### src/rtl/shift_sequencer_pkg.sv
// Shared encodings for the multi-cycle shift sequencer.
package shift_defs;

  typedef enum logic [1:0] {
    OP_SLL = 2'b00,
    OP_SRL = 2'b01,
    OP_SRA = 2'b10,
    OP_LUI = 2'b11
  } op_e;

  typedef enum logic [1:0] {
    S_IDLE  = 2'b00,
    S_SHIFT = 2'b01,
    S_DONE  = 2'b10
  } state_e;

  // LUI is a fixed left shift by half a word; shamt is ignored.
  localparam logic [5:0] LUI_AMOUNT = 6'd16;

endpackage

### src/rtl/shift_sequencer_step.sv
// One bounded shift step: moves the word by k (0..STEP) bits.
// SRA fills from the sign bit latched at accept, not from the live word.
module shift_step
  import shift_defs::*;
#(
  parameter int STEP  = 4,
  parameter int WIDTH = 32,
  localparam int KW   = $clog2(STEP + 1)
) (
  input  logic [WIDTH-1:0] data_in,
  input  op_e              op,
  input  logic             sign,
  input  logic [KW-1:0]    k,
  output logic [WIDTH-1:0] result
);

  logic [2*WIDTH-1:0] wide;

  // Select shift direction and fill per op; LUI behaves as SLL.
  always_comb begin
    wide   = {{WIDTH{sign}}, data_in} >> k;
    result = data_in << k;
    case (op)
      OP_SRL:  result = data_in >> k;
      OP_SRA:  result = wide[WIDTH-1:0];
      default: result = data_in << k;
    endcase
  end

endmodule

### src/rtl/shift_sequencer.sv
// Multi-cycle shift controller: iterates shift_step until the requested
// amount has been applied, then pulses done for one cycle.
// Optional flush input is enabled by defining SHIFT_SEQ_ABORT_EN.
module shift_sequencer
  import shift_defs::*;
#(
  parameter int STEP  = 4,
  parameter int WIDTH = 32
) (
  input  logic             clk,
  input  logic             reset,
  input  logic             start,
  input  logic [1:0]       op,
  input  logic [4:0]       shamt,
  input  logic [WIDTH-1:0] data_in,
`ifdef SHIFT_SEQ_ABORT_EN
  input  logic             abort,
`endif
  output logic             busy,
  output logic             done,
  output logic [WIDTH-1:0] result
);

  localparam int KW = $clog2(STEP + 1);

  state_e           state;
  op_e              op_r;
  logic             sign_r;
  logic [5:0]       remaining;
  logic [WIDTH-1:0] work;
  logic [KW-1:0]    k;
  logic [WIDTH-1:0] stepped;
  logic [5:0]       load_cnt;
  logic             can_accept;
  logic             accept;
  logic             flush;

  assign can_accept = (state == S_IDLE) || (state == S_DONE);
  assign load_cnt   = (op_e'(op) == OP_LUI) ? LUI_AMOUNT : {1'b0, shamt};

`ifdef SHIFT_SEQ_ABORT_EN
  // Flush wins over a new request, including start in IDLE.
  assign flush  = abort && (state != S_IDLE);
  assign accept = start && !abort && can_accept;
`else
  assign flush  = 1'b0;
  assign accept = start && can_accept;
`endif

  // Step size this cycle: the remainder, capped at STEP.
  always_comb begin
    k = KW'(STEP);
    if (remaining < 6'(STEP)) k = KW'(remaining);
  end

  shift_step #(.STEP(STEP), .WIDTH(WIDTH)) u_step (
    .data_in (work),
    .op      (op_r),
    .sign    (sign_r),
    .k       (k),
    .result  (stepped)
  );

  // FSM, counter and working register; done is registered with the
  // transition into DONE so it is high exactly for the DONE cycle.
  always_ff @(posedge clk) begin
    if (reset) begin
      state     <= S_IDLE;
      op_r      <= OP_SLL;
      sign_r    <= 1'b0;
      remaining <= '0;
      work      <= '0;
      done      <= 1'b0;
    end else begin
      done <= 1'b0;
      if (flush) begin
        state <= S_IDLE;
      end else if (accept) begin
        work      <= data_in;
        op_r      <= op_e'(op);
        sign_r    <= data_in[WIDTH-1];
        remaining <= load_cnt;
        if (load_cnt == 6'd0) begin
          state <= S_DONE;
          done  <= 1'b1;
        end else begin
          state <= S_SHIFT;
        end
      end else begin
        case (state)
          S_SHIFT: begin
            work      <= stepped;
            remaining <= remaining - 6'(k);
            if (remaining == 6'(k)) begin
              state <= S_DONE;
              done  <= 1'b1;
            end
          end
          S_DONE:  state <= S_IDLE;
          default: state <= S_IDLE;
        endcase
      end
    end
  end

  assign busy   = (state == S_SHIFT);
  assign result = work;

endmodule

### config.mk
export PLATFORM = sky130hd
export DESIGN_NAME = shift_sequencer
export DESIGN_NICKNAME = d
export VERILOG_FILES = /design/src/rtl/shift_sequencer_pkg.sv /design/src/rtl/shift_sequencer_step.sv /design/src/rtl/shift_sequencer.sv
export SDC_FILE = /design/constraint.sdc
export NUM_CORES = 1
export LEC_CHECK = 0
export CORE_MARGIN = 2
export CORE_UTILIZATION = 25
export CTS_BUF_LIST = sky130_fd_sc_hd__clkbuf_8 sky130_fd_sc_hd__clkbuf_16
export CTS_CLUSTER_DIAMETER = 60
export DETAILED_ROUTE_END_ITERATION = 7
export PLACE_DENSITY = 0.43
export SYNTH_ARGS = -nofsm -noshare
export SYNTH_HDL_FRONTEND = slang
export SYNTH_SLANG_ARGS = --single-unit
### constraint.sdc
create_clock -name clk -period 5.9 [get_ports clk]
set_clock_uncertainty 0.1 [all_clocks]
set_input_delay 1.18 -clock clk [delete_from_list [all_inputs] [get_ports clk]]
set_output_delay 1.18 -clock clk [all_outputs]
set_load 0.01 [all_outputs]
==> results of run 1 <==
[worst register-to-register path, stage by stage, from the launching register on]
cell,delay [ns]
dfxtp_1,0.42
nor4_4,0.45
buf_4,0.63
nand2_2,0.51
mux2_2,0.40
a222oi_1,0.31
o211ai_1,0.15
[area by class of cell]
cell class	count	area share [%]
Clock buffer	6	2.538
Clock inverter	2	0.1829
Inverter	13	0.8916
Multi-Input combinational cell	463	60.15
Sequential cell	44	16.14
Tap cell	229	5.235
Timing Repair Buffer	84	14.86
[kinds of logic (layout without fill, tap and decap cells)]
| logic type | after synthesis | count (layout) | share of synthesized area (%) |
|---|---|---|---|
| other | 1 | 1 | 0.08220 |
| AO/OA/AOI/OAI | 223 | 223 | 34.56 |
| multiplexers | 54 | 54 | 17.66 |
| flip-flops | 44 | 44 | 19.31 |
| buffers and inverters | 89 | 105 | 8.694 |
| AND/OR/NAND/NOR | 182 | 182 | 18.95 |
| XOR/XNOR | 1 | 1 | 0.1920 |
| adder cells (fa/ha/maj) | 2 | 2 | 0.5485 |
[sequential cells by signal, indices dropped and copies added, names as in the netlist]
| signal | count |
|---|---|
| done | 1 |
| op_r | 2 |
| remaining | 6 |
| result | 32 |
| sign_r | 1 |
| state | 2 |
[power groups by stage]
stage | clock network, uW | logic (uW) | registers (uW)
2_1_floorplan | 0 | 432 | 381
3_3_place_gp | 0 | 598 | 435
3_5_place_dp | 0 | 598 | 435
4_1_cts | 315 | 601 | 428
5_1_grt | 325 | 656 | 438
6_report | 310 | 610 | 430
[through the flow]
step	std cells	hold WS (ns)	utilization [%]
after floorplan	596	0.3363	-
after global placement	833	0.3503	29.64
after detailed placement	833	0.3512	29.64
after CTS	841	0.3609	30.47
after global routing	841	0.3930	30.47
final	841	0.3619	30.47
[Yosys cell counts, types with 7 or more instances]
cell / n
a21oi_1: 56
mux2i_1: 22
buf_1: 12
nor2_1: 44
o211ai_1: 11
nand3_1: 16
a221o_1: 7
a211oi_1: 13
inv_1: 12
dfxtp_1: 44
a311oi_1: 8
and3_1: 8
mux2_2: 12
a31oi_1: 12
o221ai_1: 7
o21ai_0: 30
nand2_1: 77
buf_2: 17
mux4_2: 20
o22ai_1: 9
clkbuf_1: 41
nor3_1: 8
a221oi_1: 15
[path summary, 6_finish.rpt]
path	from	to	slack, ns	depth (start not counted)
worst min register to register	op_r[0]	op_r[0]	0.36	2
worst max-delay path	start	result[23]	2.15	6
worst max register to register	remaining[2]	result[19]	2.80	6
worst min-delay path	op_r[0]	op_r[0]	0.36	2
[layer usage]
metal	track usage (%)	share of wire [%]	up-vias
met5	0	0	-
li1	-	-	2324
met1	29.03	45	2592
met4	7.018	2.1	0
met2	31.29	45	286
met3	3.522	7.8	37
==> summary.md, run 1 <==
| Metric | Value |
|---|---|
| Commonest non-fill, non-tap cell in the layout | nand2_1 |
| Pwr dens | 246.8 nW/um^2 |
| Reg area | 883.3 sq um |
| Critical path peak fanout | 21 |
| Via-to-Cell Ratio | 6.229 |
| Yosys top cell by area | dfxtp_1 |
| Max-cap check violation count | 0 |
| Die W | 139.1 um |
| Crit-path slowest cell | nand2b_1 |
| Max-slew headroom | 27.09% |
| Number of flops mapped to enable cells by yosys | 0 |
| PostCTS Resize Cnt | 0 |
| Combinational share of power | 45.2% |
| Worst Path Arrival | 3.85 ns |
| Area of the multi-input gates | 3292 sq um |
| Synth unique cells | 75 |
| Largest net degree at the start of global routing | 59 |
| Routed wire length | 20.18 mm |
| Final period util | 63.53% |
| Sequential area share after synthesis | 19.31% |
| Clock sink count | 44 |
| Final net count | 655 |
| Core Box Area | 17960 sq um |
| GPL Wtd Cong | 0.8655 |
| Register bit total from synthesis | 44 |
| Post-DP Area | 5324 sq um |
| Async SR Flop Fraction | 0% |
| Cells after synthesis | 596 |
| Yosys top cell area share | 19.31% |
| Die height | 139.1 um |
| Clock-pin slew on the worst setup and hold paths | 0.07 ns |
| Starting Density | 25.40% |
| CTS tree | built |
| Synthesis warning total | 0 |
| Top post-synthesis cells by area | dfxtp_1 (19%), mux4_2 (9.9%), nand2_1 (6.3%), a21oi_1 (6.1%), mux2i_1 (4.8%) |
| Syn Area/Cell | 7.654 sq um |
| DRT iter0 DRCs | 493 |
| Final WS setup | 2.152 ns |
| Area of the mapped netlist | 4562 sq um |
| WP buf/inv | 1 |
| Clock power frac | 22.9% |
| Routed WL per cell | 24.00 um |
| Top FF cell, synth | dfxtp_1 |
| Antenna Nets Post-Route | 0 |
| Static Leak | 0.001810 uW |
| CP Data Required Time | 6.00 ns |
| Area added between synthesis and finish | 19.97% |
| Final instance area | 5473 sq um |
| Leading cell types in the layout, fill and taps excluded | nand2_1 (77), clkdlybuf4s50_1 (74), a21oi_1 (56) |
| Crit Path Category | input pin to flop |
| Total CTS buffers | 5 |
| Diodes inserted | 0 |
| First-pass GRT wire length | 31.31 mm |
| HPWL after detailed placement | 12.96 mm |
| Hold crit path type | flop to flop |
| CP top delay family | simple AND/OR/NAND/NOR gates |
| Status | complete, no violations |
| Remaining DRCs | 0 |
| Power Total | 1350 uW |
| Vias in the first global route | 5151 |
| Setup WS pre-CTS | 1.973 ns |
| Worst vdd ir | 0.0001120 V |
| CP Capture Type | flop |
| Post-CTS setup buffers | 0 |
| Via count | 5239 |
| Clock root cell | clkbuf_16 |
| Fin. Hold Viols | 0 |
| Seq pwr share | 31.9% |
| Syn nets | 640 |
| GR Overflow Total | 0 |
| First-pass DRT Iterations | 6 |
| Layout cells sized above 1 | 11.11% |
| Cell Chain, Critical Path | clkdlybuf4s50_1 > nand2b_1 > nand2_1 > a221o_1 > a21o_1 > a32o_1 |
| Ports | 76 |
| Setup TNS | 0 ns |
| Fill cell total of the finished layout | 1909 |
| H-tree depth | 2 |
| Final min period | 3.748 ns |
| CTS Buffer Depth | 2 |
| Hold buffer count at cts | 0 |
| P_sw | 595.4 uW |
| Initial antenna violation count | 0 |
| Pins Over Slew Limit | 0 |
| Rows | 49 |
| CP max stage delay | 0.79 ns |
| Int Power | 755.1 uW |
| F_max | 266.8 MHz |
| Net Sw Frac | 44.09% |
| Die area | 19340 sq um |
| Setup violators final | 0 |
| Worst slew pin tran | 1.094 ns |
| Port bufs | 75 |
| Kind of start point of the critical path | input pin |
| Clock Latency Late Sink | 0.30 ns |
| GRT Util Overall | 20.44% |
| RSZ-0062 raised after global routing | no |
Power figures use the tool's default switching activity.
==> inputs of run 2 (changes only) <==
==> constraint.sdc (replaced) <==
create_clock -name clk -period 3.5 [get_ports clk]
set_clock_uncertainty 0.1 [all_clocks]
set_input_delay 0.7 -clock clk [delete_from_list [all_inputs] [get_ports clk]]
set_output_delay 0.7 -clock clk [all_outputs]
set_load 0.01 [all_outputs]
==> run 2 against run 1 <==
  * Register-to-register slack lost 2.0 ns
  * Non-clock buffer count grew 10
  * Global-route usage shrank 0.19 points
  * Wire length grew 0.54%
  * Power grew 74%
  * Final cell count grew 1.2%
==> summary.md, run 2 (synthesis results as in run 1) <==
| Metric | Value |
|---|---|
| Worst vdd ir | 0.0002114 V |
| Pwr dens | 423.0 nW/um^2 |
| Max-slew headroom | 41.63% |
| Final min period | 2.793 ns |
| Hold crit path type | flop to flop |
| Fill cell total of the finished layout | 1934 |
| Die W | 139.1 um |
| F_max | 358.0 MHz |
| CP Capture Type | flop |
| Final period util | 79.81% |
| RSZ-0062 raised after global routing | no |
| Remaining DRCs | 0 |
| Setup violators final | 0 |
| Status | complete, no violations |
| Starting Density | 25.40% |
| Clock root cell | clkbuf_16 |
| Kind of start point of the critical path | input pin |
| Pins Over Slew Limit | 0 |
| Final instance area | 5563 sq um |
| PostCTS Resize Cnt | 0 |
| First-pass DRT Iterations | 5 |
| Initial antenna violation count | 0 |
| DRT iter0 DRCs | 582 |
| HPWL after detailed placement | 13.63 mm |
| Die height | 139.1 um |
| H-tree depth | 2 |
| GRT Util Overall | 20.25% |
| Post-DP Area | 5399 sq um |
| Clock Latency Late Sink | 0.31 ns |
| Routed wire length | 20.29 mm |
| Diodes inserted | 0 |
| Core Box Area | 17960 sq um |
| Via count | 5208 |
| CP Data Required Time | 3.56 ns |
| GPL Wtd Cong | 0.8546 |
| Clock-pin slew on the worst setup and hold paths | 0.07 ns |
| Fin. Hold Viols | 0 |
| Max-cap check violation count | 0 |
| Antenna Nets Post-Route | 0 |
| Leading cell types in the layout, fill and taps excluded | nand2_1 (77), clkdlybuf4s50_1 (74), a21oi_1 (56) |
| CTS tree | built |
| Ports | 76 |
| Setup TNS | 0 ns |
| Via-to-Cell Ratio | 6.120 |
| Total CTS buffers | 5 |
| Commonest non-fill, non-tap cell in the layout | nand2_1 |
| Routed WL per cell | 23.85 um |
| Vias in the first global route | 5087 |
| Final net count | 665 |
| Max FFs per register | 32 |
| CTS Buffer Depth | 2 |
| Worst Path Arrival | 2.86 ns |
| Rows | 49 |
| Hold slack final | 0.3660 ns |
| Clock sink count | 44 |
| Hold buffer count at cts | 0 |
| Critical path peak fanout | 24 |
| R2R setup slack | 0.79 ns |
| Worst slew pin tran | 0.8723 ns |
| Largest net degree at the start of global routing | 44 |
| Die area | 19340 sq um |
| Setup WS pre-CTS | 0.4244 ns |
| First-pass GRT wire length | 31.11 mm |
| Crit Path Category | input pin to flop |
| Port bufs | 75 |
| Layout cells sized above 1 | 12.38% |
| Final WS setup | 0.7065 ns |
| Static Leak | 0.001867 uW |
| Area added between synthesis and finish | 21.94% |
| Power Total | 2353 uW |
| GR Overflow Total | 0 |
| Post-CTS setup buffers | 0 |
## run 2: where the power goes
part	leakage (uW)	total [uW]	switching, uW	internal, uW
Combinational	0.00142	1040	595	447
Sequential	0.000363	729	170	558
Clock	0.0000850	583	248	335
Total	0.00187	2350	1010	1340
## run 2: per-layer routing
layer,share of wire [%],up-vias,routed length [um],GRT usage (%)
li1,-,2350,-,-
met1,46,2590,9389,29.36
met2,45,238,9199,31.11
met3,6.3,30,1281,2.831
met4,2.1,0,423,6.220
met5,0,-,0,0
## run 2: worst paths after layout
kind	start	endpoint	cells past startpoint
max	start	result[29]	6
min	op_r[1]	op_r[1]	2
max reg2reg	remaining[2]	result[10]	6
min reg2reg	op_r[1]	op_r[1]	2
## run 2: metrics by stage
step                      utilization (%)  std cells
after detailed placement            30.06        843
after global placement              30.06        843
after CTS                           30.97        851
final                               30.97        851
after global routing                30.97        851
after floorplan                         -        596
## run 2: worst max-delay path: stages
cell	delay, ns
clkdlybuf4s50_1	0.57
nor2b_4	0.60
nor2_1	0.39
a22oi_1	0.30
o2111a_1	0.22
a221oi_1	0.07
## run 2: final cells by class
cell class,count,area (sq um),share of cell area (%)
timing repair buffer,94,888.4,15.97
inverter,13,48.80,0.8772
sequential,44,883.3,15.88
tap,229,286.5,5.151
clock buffer,5,125.1,2.249
multi-input combinational,463,3292,59.18
clock inverter,3,38.79,0.6973
